[src/rtl/branch_resolve_ctrl_pkg.sv]
// Shared pipeline definitions for branch resolution: recovery FSM encoding and predictor constants.
// Latency: n/a (types, constants and a pure helper function only).
// Backpressure: n/a.
package branch_resolve_ctrl_pkg;

    // Recovery sequence: IDLE -> FLUSH (one pulse cycle) -> REFILL -> IDLE
    typedef enum logic [1:0] {
        ST_IDLE   = 2'd0,
        ST_FLUSH  = 2'd1,
        ST_REFILL = 2'd2
    } rec_state_t;

    // Every predictor counter starts as weakly not-taken
    localparam logic [1:0]  CTR_RESET = 2'b01;
    localparam logic [15:0] CNT_MAX   = 16'hFFFF;

    // Saturating 2-bit counter step toward the resolved direction
    function automatic logic [1:0] ctr_next(input logic [1:0] cur, input logic taken);
        if (taken) begin
            return (cur == 2'b11) ? cur : cur + 2'b01;
        end
        return (cur == 2'b00) ? cur : cur - 2'b01;
    endfunction

endpackage

[src/rtl/branch_resolve_ctrl_if.sv]
// EX-stage resolve bus into the branch controller and its redirect/flush controls back to the pipe.
// Latency: n/a (wiring only).
// Backpressure: none on the bus itself; the stall is a separate scalar input of the controller.
interface branch_resolve_ctrl_if #(
    parameter int XLEN = 32
);
    logic            ex_valid;
    logic            ex_is_cond;
    logic            ex_jump;
    logic            ex_pred_taken;
    logic [XLEN-1:0] ex_pc;
    logic [XLEN-1:0] ex_target;
    logic [XLEN-1:0] ex_pc_plus4;
    logic            redirect;
    logic [XLEN-1:0] redirect_pc;
    logic            flush_ifid;
    logic            flush_idex;
    logic            busy;

    // Pipeline side: presents resolved instructions, consumes recovery controls
    modport master (
        output ex_valid, ex_is_cond, ex_jump, ex_pred_taken, ex_pc, ex_target, ex_pc_plus4,
        input  redirect, redirect_pc, flush_ifid, flush_idex, busy
    );

    // Controller side
    modport slave (
        input  ex_valid, ex_is_cond, ex_jump, ex_pred_taken, ex_pc, ex_target, ex_pc_plus4,
        output redirect, redirect_pc, flush_ifid, flush_idex, busy
    );
endinterface

[src/rtl/branch_resolve_ctrl_bht_2bit.sv]
// Branch history table of 2-bit saturating counters indexed by pc word bits.
// Latency: lookup is combinational; update lands on the next rising edge (same-cycle lookup sees old value).
// Backpressure: none; the update port is accepted whenever upd_en is high.
module bht_2bit
    import branch_resolve_ctrl_pkg::*;
#(
    parameter int ENTRIES = 16,
    parameter int XLEN    = 32
) (
    input  logic            clk,
    input  logic            rst,
    input  logic [XLEN-1:0] lookup_pc,
    output logic            lookup_taken,
    input  logic            upd_en,
    input  logic [XLEN-1:0] upd_pc,
    input  logic            upd_taken
);
    localparam int IDXW = $clog2(ENTRIES);

    logic [1:0]      ctr [ENTRIES];
    logic [IDXW-1:0] lookup_idx;
    logic [IDXW-1:0] upd_idx;
    logic            unused_pc_bits;

    // Word-aligned index: the two byte-offset bits are skipped
    assign lookup_idx     = lookup_pc[IDXW+1:2];
    assign upd_idx        = upd_pc[IDXW+1:2];
    assign unused_pc_bits = ^{lookup_pc[XLEN-1:IDXW+2], lookup_pc[1:0],
                              upd_pc[XLEN-1:IDXW+2], upd_pc[1:0]};

    // Prediction is the counter MSB, read from the registered table
    assign lookup_taken = ctr[lookup_idx][1];

    // Reset all counters, otherwise train the addressed counter
    always_ff @(posedge clk) begin
        if (rst) begin
            for (int i = 0; i < ENTRIES; i++) begin
                ctr[i] <= CTR_RESET;
            end
        end else if (upd_en) begin
            ctr[upd_idx] <= ctr_next(ctr[upd_idx], upd_taken);
        end
    end

endmodule

[src/rtl/branch_resolve_ctrl.sv]
// Resolves EX control transfers, trains the predictor and sequences mispredict recovery.
// Latency: redirect/flush pulse one cycle after an accepted mispredict; busy for two cycles.
// Backpressure: events are taken only when not stalled and idle; events during recovery are dropped.
module branch_resolve_ctrl
    import branch_resolve_ctrl_pkg::*;
#(
    parameter int BHT_ENTRIES = 16,
    parameter int XLEN        = 32
) (
    input  logic                 clk,
    input  logic                 rst,
    input  logic [XLEN-1:0]      if_pc,
    output logic                 if_pred_taken,
    input  logic                 stall_in,
    output logic [15:0]          mispredict_cnt,
    branch_resolve_ctrl_if.slave bus
);
    rec_state_t      state_q;
    rec_state_t      state_d;
    logic            accept;
    logic            actual;
    logic            mispredict;
    logic [XLEN-1:0] redirect_pc_q;
    logic            pulse;
    logic            busy;

    // Event qualification: wrong-path or stalled instructions are never acted on
    assign accept     = bus.ex_valid && !stall_in && (state_q == ST_IDLE);
    assign actual     = bus.ex_is_cond ? bus.ex_jump : 1'b1;
    assign mispredict = accept && (actual != bus.ex_pred_taken);

    bht_2bit #(
        .ENTRIES (BHT_ENTRIES),
        .XLEN    (XLEN)
    ) u_bht (
        .clk          (clk),
        .rst          (rst),
        .lookup_pc    (if_pc),
        .lookup_taken (if_pred_taken),
        .upd_en       (accept && bus.ex_is_cond),
        .upd_pc       (bus.ex_pc),
        .upd_taken    (bus.ex_jump)
    );

    // Recovery state register
    always_ff @(posedge clk) begin
        if (rst) begin
            state_q <= ST_IDLE;
        end else begin
            state_q <= state_d;
        end
    end

    // Next state and recovery outputs; FLUSH/REFILL advance unconditionally
    always_comb begin
        state_d = state_q;
        pulse   = 1'b0;
        busy    = 1'b0;
        case (state_q)
            ST_IDLE: begin
                if (mispredict) begin
                    state_d = ST_FLUSH;
                end
            end
            ST_FLUSH: begin
                pulse   = 1'b1;
                busy    = 1'b1;
                state_d = ST_REFILL;
            end
            ST_REFILL: begin
                busy    = 1'b1;
                state_d = ST_IDLE;
            end
            default: begin
                state_d = ST_IDLE;
            end
        endcase
    end

    // Latch the correct-path address and count mispredicts, saturating at the top
    always_ff @(posedge clk) begin
        if (rst) begin
            redirect_pc_q  <= '0;
            mispredict_cnt <= '0;
        end else if (mispredict) begin
            redirect_pc_q  <= actual ? bus.ex_target : bus.ex_pc_plus4;
            if (mispredict_cnt != CNT_MAX) begin
                mispredict_cnt <= mispredict_cnt + 16'd1;
            end
        end
    end

    assign bus.redirect    = pulse;
    assign bus.flush_ifid  = pulse;
    assign bus.flush_idex  = pulse;
    assign bus.busy        = busy;
    assign bus.redirect_pc = redirect_pc_q;

endmodule

[src/flat_wrapper.sv]
// flat-port wrapper written by rule: the top's interface ports become plain ports
module branch_resolve_ctrl_flat import branch_resolve_ctrl_pkg::*;
#(
    parameter int BHT_ENTRIES = 16,
    parameter int XLEN        = 32
)
  (clk, rst, if_pc, if_pred_taken, stall_in, mispredict_cnt, bus_ex_valid, bus_ex_is_cond, bus_ex_jump, bus_ex_pred_taken, bus_ex_pc, bus_ex_target, bus_ex_pc_plus4, bus_redirect, bus_redirect_pc, bus_flush_ifid, bus_flush_idex, bus_busy);
  branch_resolve_ctrl_if #(.XLEN(XLEN)) bus_i ();
  input  logic clk;
  input  logic rst;
  input  logic [XLEN-1:0] if_pc;
  output logic if_pred_taken;
  input  logic stall_in;
  output logic [15:0] mispredict_cnt;
  input wire logic [$bits(bus_i.ex_valid)-1:0] bus_ex_valid;
  input wire logic [$bits(bus_i.ex_is_cond)-1:0] bus_ex_is_cond;
  input wire logic [$bits(bus_i.ex_jump)-1:0] bus_ex_jump;
  input wire logic [$bits(bus_i.ex_pred_taken)-1:0] bus_ex_pred_taken;
  input wire logic [$bits(bus_i.ex_pc)-1:0] bus_ex_pc;
  input wire logic [$bits(bus_i.ex_target)-1:0] bus_ex_target;
  input wire logic [$bits(bus_i.ex_pc_plus4)-1:0] bus_ex_pc_plus4;
  output wire logic [$bits(bus_i.redirect)-1:0] bus_redirect;
  output wire logic [$bits(bus_i.redirect_pc)-1:0] bus_redirect_pc;
  output wire logic [$bits(bus_i.flush_ifid)-1:0] bus_flush_ifid;
  output wire logic [$bits(bus_i.flush_idex)-1:0] bus_flush_idex;
  output wire logic [$bits(bus_i.busy)-1:0] bus_busy;
  assign bus_i.ex_valid = bus_ex_valid;
  assign bus_i.ex_is_cond = bus_ex_is_cond;
  assign bus_i.ex_jump = bus_ex_jump;
  assign bus_i.ex_pred_taken = bus_ex_pred_taken;
  assign bus_i.ex_pc = bus_ex_pc;
  assign bus_i.ex_target = bus_ex_target;
  assign bus_i.ex_pc_plus4 = bus_ex_pc_plus4;
  assign bus_redirect = bus_i.redirect;
  assign bus_redirect_pc = bus_i.redirect_pc;
  assign bus_flush_ifid = bus_i.flush_ifid;
  assign bus_flush_idex = bus_i.flush_idex;
  assign bus_busy = bus_i.busy;
  branch_resolve_ctrl #(.BHT_ENTRIES(BHT_ENTRIES), .XLEN(XLEN)) u_core (.clk(clk), .rst(rst), .if_pc(if_pc), .if_pred_taken(if_pred_taken), .stall_in(stall_in), .mispredict_cnt(mispredict_cnt), .bus(bus_i));
endmodule
[config.mk]
export PLATFORM = sky130hd
export DESIGN_NAME = branch_resolve_ctrl_flat
export DESIGN_NICKNAME = d
export VERILOG_FILES = /design/src/rtl/branch_resolve_ctrl_pkg.sv /design/src/rtl/branch_resolve_ctrl_if.sv /design/src/rtl/branch_resolve_ctrl_bht_2bit.sv /design/src/rtl/branch_resolve_ctrl.sv /design/src/flat_wrapper.sv
export SDC_FILE = /design/constraint.sdc
export NUM_CORES = 1
export LEC_CHECK = 0
export ABC_AREA = 1
export ABC_CLOCK_PERIOD_IN_PS = 2600
export BUFFER_PORTS_ARGS = -buffer_cell sky130_fd_sc_hd__buf_2
export CORE_MARGIN = 1.5
export CORE_UTILIZATION = 30
export DETAILED_ROUTE_END_ITERATION = 7
export PLACE_DENSITY_LB_ADDON = 0.08
export REMOVE_ABC_BUFFERS = 1
export SLEW_MARGIN = 20
export SYNTH_ARGS = -nofsm -noshare
export SYNTH_HDL_FRONTEND = slang
export SYNTH_SLANG_ARGS = --single-unit
[constraint.sdc]
create_clock -name clk -period 2.6 [get_ports clk]
set_input_delay 0.52 -clock clk [delete_from_list [all_inputs] [get_ports clk]]
set_output_delay 0.52 -clock clk [all_outputs]
set_load 0.05 [all_outputs]
# == Word level (Yosys, flattened, before mapping) ==
# Memories as Yosys holds them, arrays and structs flattened.
# Cells that the tools add are included.
# totals
reg_bits,50
ram_bits,32
out_inout_bits,53
mem_count,1
# op_classes
add_sub_neg,3
eq_ne,6
mux,23
reduce_logical,10
# mem_list
name,words,word_bits,rd,rd_clocked_by_memory_dff,wr,line,text
u_core.u_bht.ctr,16,2,2,0,16,branch_resolve_ctrl_bht_2bit.sv:20,logic [1:0] ctr [ENTRIES];
# ops
op,count
32-bit 2-to-1 mux,1
16-bit by 1-bit adder with 16-bit output (second input constant),1
2-bit 2-to-1 mux,8
16-bit != test (second input constant),1
1-bit 2-to-1 mux,12
2-bit equality test (second input constant),2
1-bit logical AND,4
2-bit logical NOT,2
4-bit 2-to-1 mux,1
2-bit case mux with 2 select lines,1
2-bit OR reduction,2
2-bit by 1-bit adder with 2-bit output (second input constant),1
2-bit by 1-bit equality test with 1-bit output (second input constant),1
2-bit by 1-bit != test with 1-bit output (second input constant),1
2-bit AND reduction,1
2-bit by 1-bit subtractor with 2-bit output (second input constant),1
1-bit logical NOT,1
1-bit != test,1

# == Longest topological paths before layout ==
# Gate-level depths: netlist of run 1.
# depth
word_depth,10
ltp_mapped,13
ltp_nobuf,12

# == Cells and area by module ==
# A second synthesis of run 1 with hierarchy kept.
# unflattened
cells_unflattened,603
hier_area_um2,4546.9
# modules_own_cells
mod,n_inst,cells_each,area_each_um2,seq_area_each_um2
branch_resolve_ctrl,1,357,2618.8,1001.0
bht_2bit,1,246,1928.1,960.9

# == Worst setup path after synthesis of run 1 ==
# Ideal clock, no wire load.
# synth_timing
path_type,in2out
from,input port if_pc[2]
to,output port if_pred_taken
arrival_ns,1.602
slack_ns,0.478
stages,7
n_path_buf,1
cell_sequence,clkbuf_1 -> inv_1 -> a21oi_1 -> o21ai_0 -> o21ai_0 -> o211ai_1 -> nand2_1
# synth_via
elab_chain_len,1
# synth_rtl
element,line,text
"start, declared",flat_wrapper.sv:11,input logic [XLEN-1:0] if_pc;
memory 16 x 2 bit,--,
"end, declared",flat_wrapper.sv:12,output logic if_pred_taken;
# No other way between the ends.

==> qor.txt, run 1 <==
Finish-stage setup viols: 0
startpoint of the worst-slack reg-to-reg timing path: u_core.state_q[0]
PortBufs: 131
starting density of the core: 30.9%
portion of the clock cycle consumed by the worst path in the final layout: 84.0%
cell family with most CP delay: simple AND/OR/NAND/NOR gates
sum of buffers and inverters on the critical path: 2
root buffer selected by CTS: sky130_fd_sc_hd__clkbuf_16
post-CTS clock slew at the launch and capture registers of the worst setup and hold paths: 0.06 ns
die outline area: 15100 um^2
summed instance area of the synthesized netlist: 4300 um^2
worst clock skew: 0.00557 ns
Max-Cap Viols: 0
count of mapped cells out of synthesis: 559
total gr overflow: 0
antenna violations before repair: 0
startpoint type of the worst setup path: register
number of buffers created by CTS: 9
average wire length per cell after detail routing: 15.0 um
CTS-repair resized insts: 0
run status: completed
buffers inserted by post-CTS timing repair: 0
distinct cell type count after synthesis: 33
vias in the first global route: 4158
width of the chip: 123 um
crit path capture type: register
overall die height: 123 um
register-to-register setup slack: 0.42 ns
final weighted congestion in routability-driven placement: 0.822
worst ir drop on vdd: 0.000283 V
number of filler instances in the final layout: 1490
worst slack on hold paths: 0.435 ns
vias post-DR: 4179
part of the Yosys area used for sequential elements: 45.6%
capture point of the worst reg-to-reg path: u_core.u_bht.ctr[15][0]
Worst path max stage delay: 0.39 ns
pin count of the biggest net entering global routing: 40
antenna diode count: 0
number of ports placed on the die boundary: 188
CTS tree: built
pin slew with the least headroom to its limit: 0.501 ns
post-synthesis average cell area: 7.70 um^2
num rows: 43
Power per Cell Area: 666 nW/um^2
Fin. Hold Viols: 0
residual DRC count: 0
placeable core area: 13900 um^2
share of the core filled with cells: 38.6%
largest buffer count on any clock path: 2
share of cells above drive strength 1: 27.0%
list of cells traversed by the critical path: inv_1 > ha_1 > nand3b_1 > nor3_1 > inv_1 > nor2_1 > nand2_1 > nand3b_1
Clock Latency Late Sink: 0.34 ns
worst setup path category: reg -> reg
fin crit period: 2.18 ns
data arrival time of the critical path: 2.27 ns
Final Max Slew Viols: 0
first-pass GRT wire length: 20900 um
yosys synthesis warning count: 0
Slew headroom: 66.5%
crit path max-delay cell type: sky130_fd_sc_hd__nor2_1
global routing usage summed across all routing layers: 18.2%
highest clock frequency the design can meet: 0.458 GHz
detailed-placement wirelength estimate: 9090 um
Tightest Hold Check Type: in -> reg
Nets: 819
number of DRC markers in iteration 0: 237
launch instance of the worst min-delay path: bus_ex_target[15]
Total Wirelength: 13000 um
sinks on the clock net: 82
Pwr Total: 3.59 mW
Synth Register Bits: 82
TritonRoute pass-1 iters: 4
area growth from synthesis to layout: 25.1%
hold buffer count at CTS: 0
number of antenna-violating nets in the routed design: 0
WHS Path Cells: 3
Critical Path RT: 2.68 ns
P_leak: 2.35 nW
number of cells on the worst reg-to-reg path: 8
DR vias/cell: 4.83
Max Fanout on Critical Path: 4
RSZ-0062 raised after global routing: false
end point of the most critical hold path: u_core.bus.redirect_pc[15]
H-Tree Level Count: 3
[placed cells by master, fill, tap and decap left out, drive strengths merged, types with 3 or more instances in the layout]
cell / instances
a21oi: 12
clkinv: 3
ha: 4
dfxtp: 50
nand4: 5
nand2: 161
inv: 40
o21ai: 52
nand3: 47
nand3b: 15
buf: 145
nor2: 48
a31oi: 32
clkbuf: 13
edfxtp: 32
nor3: 12
xor2: 6
[area by class of cell]
class	count	area (um^2)	area share, %
clock inverters	3	13.8	0.256
well taps	180	225	4.18
inverters	40	150	2.79
clock buffers	13	262	4.86
multi-input cells	402	2000	37.1
flip-flops and latches	82	1960	36.4
repair buffers	145	773	14.4
[worst register-to-register path, cell delays in order, from the launching register on]
cell                       delay [ns]
sky130_fd_sc_hd__dfxtp_1         0.31
sky130_fd_sc_hd__inv_1           0.09
sky130_fd_sc_hd__ha_1            0.19
sky130_fd_sc_hd__nand3b_1        0.18
sky130_fd_sc_hd__nor3_1          0.27
sky130_fd_sc_hd__inv_1           0.11
sky130_fd_sc_hd__nor2_1          0.39
sky130_fd_sc_hd__nand2_1         0.19
sky130_fd_sc_hd__nand3b_1        0.19
[per-layer routing]
metal / vias to the layer above / wire length [um] / share of wire (%) / track usage [%]
li1: 2123 / - / - / -
met3: 26 / 672 / 5.2 / 4.55
met1: 1924 / 5910 / 46 / 22.2
met2: 106 / 5990 / 46 / 29.5
met4: 0 / 397 / 3.1 / 9.38
met5: - / 0 / 0 / 0
[flip-flops by register name (all words and copies together), names as in the netlist]
signal,cells
u_core.bus.redirect_pc,32
u_core.u_bht.ctr,32
u_core.mispredict_cnt,16
u_core.state_q,2
[cell usage after synthesis]
master                     number  area share, %
sky130_fd_sc_hd__nor3_1        11            1.3
sky130_fd_sc_hd__buf_4          4           0.70
sky130_fd_sc_hd__nand3_1       47            5.5
sky130_fd_sc_hd__nor2_2        12            1.7
sky130_fd_sc_hd__buf_2          9            1.0
sky130_fd_sc_hd__clkbuf_1      16            1.4
sky130_fd_sc_hd__nor2_1        35            3.1
sky130_fd_sc_hd__buf_6          4            1.0
sky130_fd_sc_hd__a21oi_1       12            1.4
sky130_fd_sc_hd__ha_1           4            1.2
sky130_fd_sc_hd__o211ai_1       2           0.35
sky130_fd_sc_hd__buf_8          1           0.35
sky130_fd_sc_hd__o21ai_1        2           0.23
sky130_fd_sc_hd__nand2_2        7            1.0
sky130_fd_sc_hd__dfxtp_1       50             23
sky130_fd_sc_hd__nor3_4         1           0.38
sky130_fd_sc_hd__o21ai_0       49            5.7
sky130_fd_sc_hd__a31oi_1       32            4.7
sky130_fd_sc_hd__nor2_4         1           0.26
sky130_fd_sc_hd__inv_2          5           0.44
sky130_fd_sc_hd__buf_1          1          0.087
sky130_fd_sc_hd__o221ai_1       2           0.41
sky130_fd_sc_hd__xor2_1         6            1.2
sky130_fd_sc_hd__edfxtp_1      32             22
sky130_fd_sc_hd__nand2_4        1           0.26
sky130_fd_sc_hd__nand2_1      153             13
sky130_fd_sc_hd__nand3b_1      15            2.6
sky130_fd_sc_hd__and3_1         1           0.15
sky130_fd_sc_hd__o22ai_1        1           0.15
sky130_fd_sc_hd__nor3b_1        2           0.35
sky130_fd_sc_hd__inv_1         35            3.1
sky130_fd_sc_hd__o21ai_4        1           0.38
sky130_fd_sc_hd__nand4_1        5           0.73
[cells by family (layout without fill, tap and decap cells)]
kind of cell	count (synthesis)	count (layout)	share of synthesized area, %
AO/OA/AOI/OAI	101	101	13.3
adder cells (fa/ha/maj)	4	4	1.16
flip-flops	82	82	45.6
buffers and inverters	75	201	8.11
XOR/XNOR	6	6	1.22
AND/OR/NAND/NOR	291	291	30.6
[worst max path at each step]
stage / start / end / slack, ns / cells after the start
6_report: u_core.state_q[0] / u_core.u_bht.ctr[15][0] / 0.42 / 8
5_1_grt: u_core.state_q[1] / u_core.u_bht.ctr[1][0] / 0.21 / 9
4_1_cts: u_core.state_q[0] / u_core.u_bht.ctr[9][0] / 0.39 / 9
3_5_place_dp: stall_in / u_core.u_bht.ctr[9][0] / 0.31 / 8
3_3_place_gp: stall_in / u_core.u_bht.ctr[15][0] / 0.30 / 7
2_1_floorplan: bus_ex_jump / u_core.mispredict_cnt[5] / -0.79 / 10
[power by group]
group          switching [mW]  internal, mW
sequential             0.0399          1.42
combinational           0.691         0.232
clock                   0.506         0.700
[per-stage QoR]
stage	std cells	instance area (um^2)	setup WS [ns]	TNS (ns)
2_1_floorplan	524	4100	-0.792	-19.65
3_3_place_gp	849	5110	0.301	0
3_5_place_dp	849	5110	0.308	0
4_1_cts	865	5380	0.390	0
5_1_grt	865	5380	0.206	0
6_report	865	5380	0.416	0
(Power assumes the default switching activity.)
==> inputs of run 2 (changes only) <==
Settings changed: ABC_AREA 1 to 0, ABC_CLOCK_PERIOD_IN_PS 2600 to 1800.
Clock period 2.6 ns to 1.8 ns, I/O delays scaled along.
==> run 2 against run 1 <==
- the run now ends with setup timing left
- total power rose by 53%
- core utilization rose by 7.4 points
- clock-buffer cell count fell by 4
- via count fell by 11%
- clock skew barely moved
- worst setup slack got worse by 0.87 ns
- sequential cell count did not move
- clock power rose by 49%
- die area fell by 2.4%
==> qor.txt, run 2 <==
run status: finished, violations left (was completed)
violations in the final reports: setup timing
cell internal pwr: 3.70 mW (was 2.35 mW)
Gate power share: 28.7% (was 25.7%)
vias in the first global route: 3681 (was 4158)
most common library cell in the layout ignoring fill and taps: sky130_fd_sc_hd__buf_2 (was sky130_fd_sc_hd__nand2_1)
global routing usage summed across all routing layers: 16.5% (was 18.2%)
post-synthesis average cell area: 10.5 um^2 (was 7.70 um^2)
number of ports placed on the die boundary: 188 (unchanged)
largest buffer count on any clock path: 2 (unchanged)
width of the chip: 121 um (was 123 um)
pin slew with the least headroom to its limit: 0.701 ns (was 0.501 ns)
minimum setup slack in the final design: -0.458 ns (was 0.416 ns)
number of antenna-violating nets in the routed design: 0 (unchanged)
residual DRC count: 0 (unchanged)
antenna diode count: 0 (unchanged)
fraction of post-synthesis cell area in the top cell type by area: 23.9% (was 23.3%)
share of cells above drive strength 1: 55.6% (was 27.0%)
part of the Yosys area used for sequential elements: 46.8% (was 45.6%)
worst ir drop on vdd: 0.000388 V (was 0.000283 V)
first-pass GRT wire length: 18600 um (was 20900 um)
crit path capture type: primary output (was register)
ys flop type: sky130_fd_sc_hd__dfxtp_1 (unchanged)
P_leak: 2.52 nW (was 2.35 nW)
distinct cell type count after synthesis: 46 (was 33)
Power per Cell Area: 863 nW/um^2 (was 666 nW/um^2)
CTS tree: built (unchanged)
placed cell areas: 5430 um^2 (was 5110 um^2)
Slew headroom: 53.3% (was 66.5%)
DR vias/cell: 4.81 (was 4.83)
TritonRoute pass-1 iters: 4 (unchanged)
Finish-stage setup viols: 43 (was 0)
fin crit period: 2.26 ns
commonest non-fill, non-tap cells in the layout: 127 x sky130_fd_sc_hd__buf_2, 62 x sky130_fd_sc_hd__buf_4, 44 x sky130_fd_sc_hd__dfxtp_1 (was 153 x sky130_fd_sc_hd__nand2_1, 131 x sky130_fd_sc_hd__buf_2, 50 x sky130_fd_sc_hd__dfxtp_1)
cell type contributing the most total cell area after synthesis: sky130_fd_sc_hd__dfxtp_1 (unchanged)
Critical Path RT: 1.44 ns (was 2.68 ns)
pin count of the biggest net entering global routing: 60 (was 40)
sinks on the clock net: 82 (unchanged)
Async SR Flop Fraction: 0% (unchanged)
root buffer selected by CTS: sky130_fd_sc_hd__clkbuf_16 (unchanged)
Final Max Slew Viols: 0 (unchanged)
number of enable-type register cells in the synthesized netlist: 32 (unchanged)
ranking of synthesized cells by instance count: 51 x sky130_fd_sc_hd__nor2_1, 50 x sky130_fd_sc_hd__dfxtp_1, 35 x sky130_fd_sc_hd__mux2i_1 (was 153 x sky130_fd_sc_hd__nand2_1, 50 x sky130_fd_sc_hd__dfxtp_1, 49 x sky130_fd_sc_hd__o21ai_0)
number of DRC markers in iteration 0: 144 (was 237)
die outline area: 14700 um^2 (was 15100 um^2)
area growth from synthesis to layout: 51.2% (was 25.1%)
final weighted congestion in routability-driven placement: 0.712 (was 0.822)
vias post-DR: 3719 (was 4179)
Max Fanout on Critical Path: 2 (was 4)
worst setup path category: reg -> out (was reg -> reg)
startpoint type of the worst setup path: register (unchanged)
Nets: 727 (was 819)
number of buffers created by CTS: 9 (unchanged)
total gr overflow: 0 (unchanged)
placeable core area: 13800 um^2 (was 13900 um^2)
worst clock skew: 0.00578 ns (was 0.00557 ns)
summed instance area of the synthesized netlist: 4200 um^2 (was 4300 um^2)
most frequent cell after synthesis: sky130_fd_sc_hd__nor2_1 (was sky130_fd_sc_hd__nand2_1)
average wire length per cell after detail routing: 14.8 um (was 15.0 um)
overall die height: 121 um (was 123 um)
data arrival time of the critical path: 1.90 ns (was 2.27 ns)
num rows: 43 (unchanged)
Tightest Hold Check Type: in -> reg (unchanged)
RSZ-0062 raised after global routing: true (was false)
dpl ws: -0.504 ns (was 0.308 ns)
Setup Total Neg Slack: -8.11 ns (was 0 ns)
Total Wirelength: 11500 um (was 13000 um)
antenna violations before repair: 1 (was 0)
switching power share of the total: 32.4% (was 34.5%)
Max-Cap Viols: 0 (unchanged)
fin area: 6340 um^2 (was 5380 um^2)
Fin. Hold Viols: 0 (unchanged)
portion of the clock cycle consumed by the worst path in the final layout: 125%
switching power: 1.77 mW (was 1.24 mW)
yosys synthesis warning count: 0 (unchanged)
hold buffer count at CTS: 0 (unchanged)
part of the total power dissipated in the clock network: 32.9% (was 33.6%)
Synth Register Bits: 82 (unchanged)
H-Tree Level Count: 3 (unchanged)
Pwr Total: 5.47 mW (was 3.59 mW)
detailed-placement wirelength estimate: 8190 um (was 9090 um)
PortBufs: 131 (unchanged)
highest clock frequency the design can meet: 0.443 GHz
post-CTS clock slew at the launch and capture registers of the worst setup and hold paths: 0.06 ns (about the same)
starting density of the core: 30.5% (was 30.9%)
count of mapped cells out of synthesis: 400 (was 559)
synth top area cells: sky130_fd_sc_hd__dfxtp_1 24%, sky130_fd_sc_hd__edfxtp_1 23%, sky130_fd_sc_hd__mux2i_1 8.4% (was sky130_fd_sc_hd__dfxtp_1 23%, sky130_fd_sc_hd__edfxtp_1 22%, sky130_fd_sc_hd__nand2_1 13%)
sequential fraction of design power: 38.3% (was 40.6%)
Clock Latency Late Sink: 0.34 ns (about the same)
==> run 2: path summary, 6_finish.rpt <==
kind	cells past startpoint	endpoint	slack, ns	startpoint
max reg2reg	7	u_core.u_bht.ctr[10][1]	-0.24	u_core.u_bht.ctr[3][1]
min	3	u_core.bus.redirect_pc[26]	0.35	bus_ex_target[26]
max	3	if_pred_taken	-0.46	u_core.u_bht.ctr[12][1]
min reg2reg	2	u_core.bus.redirect_pc[7]	0.49	u_core.bus.redirect_pc[7]
==> run 2: routing by layer <==
| metal | share of wire [%] | global-route usage, % |
|---|---|---|
| met1 | 46 | 20.7 |
| met2 | 46 | 26.7 |
| met3 | 5.5 | 4.56 |
| met4 | 2.0 | 7.13 |
| met5 | 0.14 | 0 |
==> run 2: cell type report <==
type / instances / area (um^2)
well taps: 180 / 225
clock inverters: 7 / 60.1
fillers: 1364 / 7430
repair buffers: 206 / 1340
multi-input cells: 282 / 2490
flip-flops and latches: 82 / 1970
clock buffers: 9 / 225
inverters: 7 / 26.3
==> run 2: power groups by stage <==
stage | logic (mW) | clock network, mW | registers, mW
after CTS | 1.52 | 1.87 | 2.10
after detailed placement | 1.36 | 0 | 2.13
after floorplan | 0.587 | 0 | 2.42
after global placement | 1.35 | 0 | 2.13
final | 1.57 | 1.80 | 2.10
after global routing | 1.69 | 1.95 | 2.11
==> run 2: critical path: stages, from the launching register on <==
cell and delay [ns]:
sky130_fd_sc_hd__edfxtp_1 0.41, sky130_fd_sc_hd__mux4_2 0.49, sky130_fd_sc_hd__mux4_2 0.49, sky130_fd_sc_hd__buf_6 0.17
==> run 2: logic make-up (layout without fill, tap and decap cells) <==
| kind of cell | after synthesis | in the layout | synth area share [%] |
|---|---|---|---|
| and+or+nand+nor | 162 | 162 | 19.8 |
| buffers and inverters | 36 | 229 | 4.74 |
| muxes | 48 | 48 | 15.6 |
| xor gates and xnor gates | 4 | 4 | 1.01 |
| DFF | 82 | 82 | 46.8 |
| adders and majority gates | 6 | 6 | 1.73 |
| AOI/OAI and AO/OA | 62 | 62 | 10.4 |
==> run 2: what timing repair did <==
item / 4_1_cts / 5_1_grt
setup endpoints to repair: 81 / 84
pin swaps: 27 / 20
gates resized for setup: 74 / 58
cloned: 2 / 0
buffers inserted: 8 / 5
==> run 2: per-stage QoR <==
stage | hold slack, ns | cells | utilization (%)
2_1_floorplan | 0.429 | 371 | -
3_3_place_gp | 0.480 | 744 | 39.5
3_5_place_dp | 0.485 | 744 | 39.5
5_1_grt | 0.354 | 773 | 46.0
6_report | 0.350 | 773 | 46.0
4_1_cts | 0.335 | 770 | 44.3
==> inputs of run 3 (changes only) <==
Settings changed: ABC_CLOCK_PERIOD_IN_PS 1800 to 2760.
Clock period 1.8 ns to 2.76 ns, I/O delays scaled along.
==> run 3 against run 2 <==
- the run now ends clean
- cell area is 16% lower
- core utilization is 7.6 points lower
- highest routed layer unchanged
- first-iteration DRC count is 47% higher
- largest power group unchanged
- sequential power is 35% lower
==> qor.txt, run 3 (synthesis results as in run 2) <==
share of cells above drive strength 1: 35.3% (was 55.6%)
DR vias/cell: 4.89 (was 4.81)
sequential fraction of design power: 40.6% (was 38.3%)
portion of the clock cycle consumed by the worst path in the final layout: 91.8%
RSZ-0062 raised after global routing: false (was true)
Critical Path RT: 2.21 ns (was 1.44 ns)
placeable core area: 13800 um^2 (unchanged)
post-CTS clock slew at the launch and capture registers of the worst setup and hold paths: 0.06 ns (about the same)
hold buffer count at CTS: 0 (unchanged)
startpoint type of the worst setup path: primary input (was register)
overall die height: 121 um (unchanged)
fin area: 5300 um^2 (was 6340 um^2)
root buffer selected by CTS: sky130_fd_sc_hd__clkbuf_16 (unchanged)
die outline area: 14700 um^2 (unchanged)
residual DRC count: 0 (unchanged)
Gate power share: 24.2% (was 28.7%)
number of DRC markers in iteration 0: 211 (was 144)
width of the chip: 121 um (unchanged)
Slew headroom: 51.9% (was 53.3%)
cell internal pwr: 2.28 mW (was 3.70 mW)
sinks on the clock net: 82 (unchanged)
run status: completed (was finished, violations left)
worst slack on hold paths: 0.497 ns (was 0.350 ns)
WHS Path Cells: 2 (was 3)
num rows: 43 (unchanged)
worst setup path category: in -> out (was reg -> out)
data arrival time of the critical path: 1.98 ns (was 1.90 ns)
largest buffer count on any clock path: 2 (unchanged)
H-Tree Level Count: 3 (unchanged)
Setup Total Neg Slack: 0 ns (was -8.11 ns)
Max Fanout on Critical Path: 4 (was 2)
Finish-stage setup viols: 0 (was 43)
commonest non-fill, non-tap cells in the layout: 131 x sky130_fd_sc_hd__buf_2, 50 x sky130_fd_sc_hd__nor2_1, 50 x sky130_fd_sc_hd__dfxtp_1 (was 127 x sky130_fd_sc_hd__buf_2, 62 x sky130_fd_sc_hd__buf_4, 44 x sky130_fd_sc_hd__dfxtp_1)
first-pass GRT wire length: 17000 um (was 18600 um)
highest clock frequency the design can meet: 0.395 GHz
pin count of the biggest net entering global routing: 67 (was 60)
crit path capture type: primary output (unchanged)
P_leak: 2.04 nW (was 2.52 nW)
Final Max Slew Viols: 0 (unchanged)
CTS tree: built (unchanged)
Max-Cap Viols: 0 (unchanged)
CTS-repair resized insts: 0 (was 74)
switching power share of the total: 32.1% (was 32.4%)
TritonRoute pass-1 iters: 4 (unchanged)
total gr overflow: 0 (unchanged)
number of cells on the worst reg-to-reg path: 6 (was 7)
most common library cell in the layout ignoring fill and taps: sky130_fd_sc_hd__buf_2 (unchanged)
global routing usage summed across all routing layers: 15.2% (was 16.5%)
number of buffers created by CTS: 9 (unchanged)
Pwr Total: 3.37 mW (was 5.47 mW)
detailed-placement wirelength estimate: 7650 um (was 8190 um)
antenna diode count: 0 (unchanged)
share of the core filled with cells: 38.5% (was 46.0%)
average wire length per cell after detail routing: 14.9 um (was 14.8 um)
area growth from synthesis to layout: 26.3% (was 51.2%)
vias in the first global route: 3389 (was 3681)
Tightest Hold Check Type: reg -> reg (was in -> reg)
Clock Latency Late Sink: 0.34 ns (about the same)
Nets: 663 (was 727)
Total Wirelength: 10600 um (was 11500 um)
starting density of the core: 30.5% (unchanged)
pin slew with the least headroom to its limit: 0.722 ns (was 0.701 ns)
worst ir drop on vdd: 0.000279 V (was 0.000388 V)
switching power: 1.08 mW (was 1.77 mW)
antenna violations before repair: 1 (unchanged)
fin crit period: 2.53 ns
buffers inserted by post-CTS timing repair: 0 (was 8)
final weighted congestion in routability-driven placement: 0.695 (was 0.712)
placed cell areas: 5010 um^2 (was 5430 um^2)
vias post-DR: 3466 (was 3719)
number of ports placed on the die boundary: 188 (unchanged)
Power per Cell Area: 635 nW/um^2 (was 863 nW/um^2)
Fin. Hold Viols: 0 (unchanged)
number of filler instances in the final layout: 1440 (was 1364)
PortBufs: 131 (unchanged)
worst clock skew: 0.00743 ns (was 0.00578 ns)
number of antenna-violating nets in the routed design: 0 (unchanged)
part of the total power dissipated in the clock network: 35.2% (was 32.9%)
run 3: cell count changes in the layout (fill, tap and decap cells not counted), moves of 8 or more:
cell                      previous run  this run
sky130_fd_sc_hd__nand2_1            10        27
sky130_fd_sc_hd__or2_2               4        12
sky130_fd_sc_hd__buf_6              12         0
sky130_fd_sc_hd__buf_4              62        10
sky130_fd_sc_hd__nor3_1              0         9
sky130_fd_sc_hd__nor2_1             40        50
sky130_fd_sc_hd__or2_4               8         0
sky130_fd_sc_hd__nand2_2            11         0
run 3: worst paths after layout:
check	start	slack, ns	endpoint
worst max-delay path	if_pc[2]	0.23	if_pred_taken
worst min-delay path	u_core.bus.redirect_pc[25]	0.50	u_core.bus.redirect_pc[25]
worst max register to register	u_core.mispredict_cnt[0]	0.48	u_core.mispredict_cnt[1]
worst min register to register	u_core.bus.redirect_pc[25]	0.50	u_core.bus.redirect_pc[25]
run 3: power by group through the flow:
| stage | Clock (mW) | Combinational, mW | Sequential, mW |
|---|---|---|---|
| after detailed placement | 0 | 0.824 | 1.39 |
| after CTS | 1.24 | 0.824 | 1.37 |
| final | 1.19 | 0.813 | 1.37 |
| after global routing | 1.27 | 0.878 | 1.38 |
| after floorplan | 0 | 0.383 | 1.58 |
| after global placement | 0 | 0.817 | 1.39 |
run 3: per-stage QoR:
stage,worst slack [ns],std cells
2_1_floorplan,-2.72,371
3_3_place_gp,0.141,693
3_5_place_dp,0.144,693
4_1_cts,0.220,709
5_1_grt,0.169,709
6_report,0.225,709
run 3: area by class of cell:
type | count | area (um^2) | area share (%)
flip-flops and latches | 82 | 1960 | 37.0
well taps | 180 | 225 | 4.25
repair buffers | 142 | 751 | 14.2
clock inverters | 5 | 52.6 | 0.992
multi-input cells | 282 | 2050 | 38.7
inverters | 7 | 26.3 | 0.496
clock buffers | 11 | 233 | 4.39
run 3: routing by layer:
layer / share of wire [%] / track usage (%)
met5: 0.095 / 0
met3: 6.8 / 4.14
met1: 47 / 19.3
met2: 45 / 24.3
met4: 1.7 / 6.40
run 3: worst max-delay path: stages:
cell and delay, ns:
sky130_fd_sc_hd__buf_2 0.18, sky130_fd_sc_hd__mux4_2 0.55, sky130_fd_sc_hd__mux4_2 0.47, sky130_fd_sc_hd__buf_2 0.22
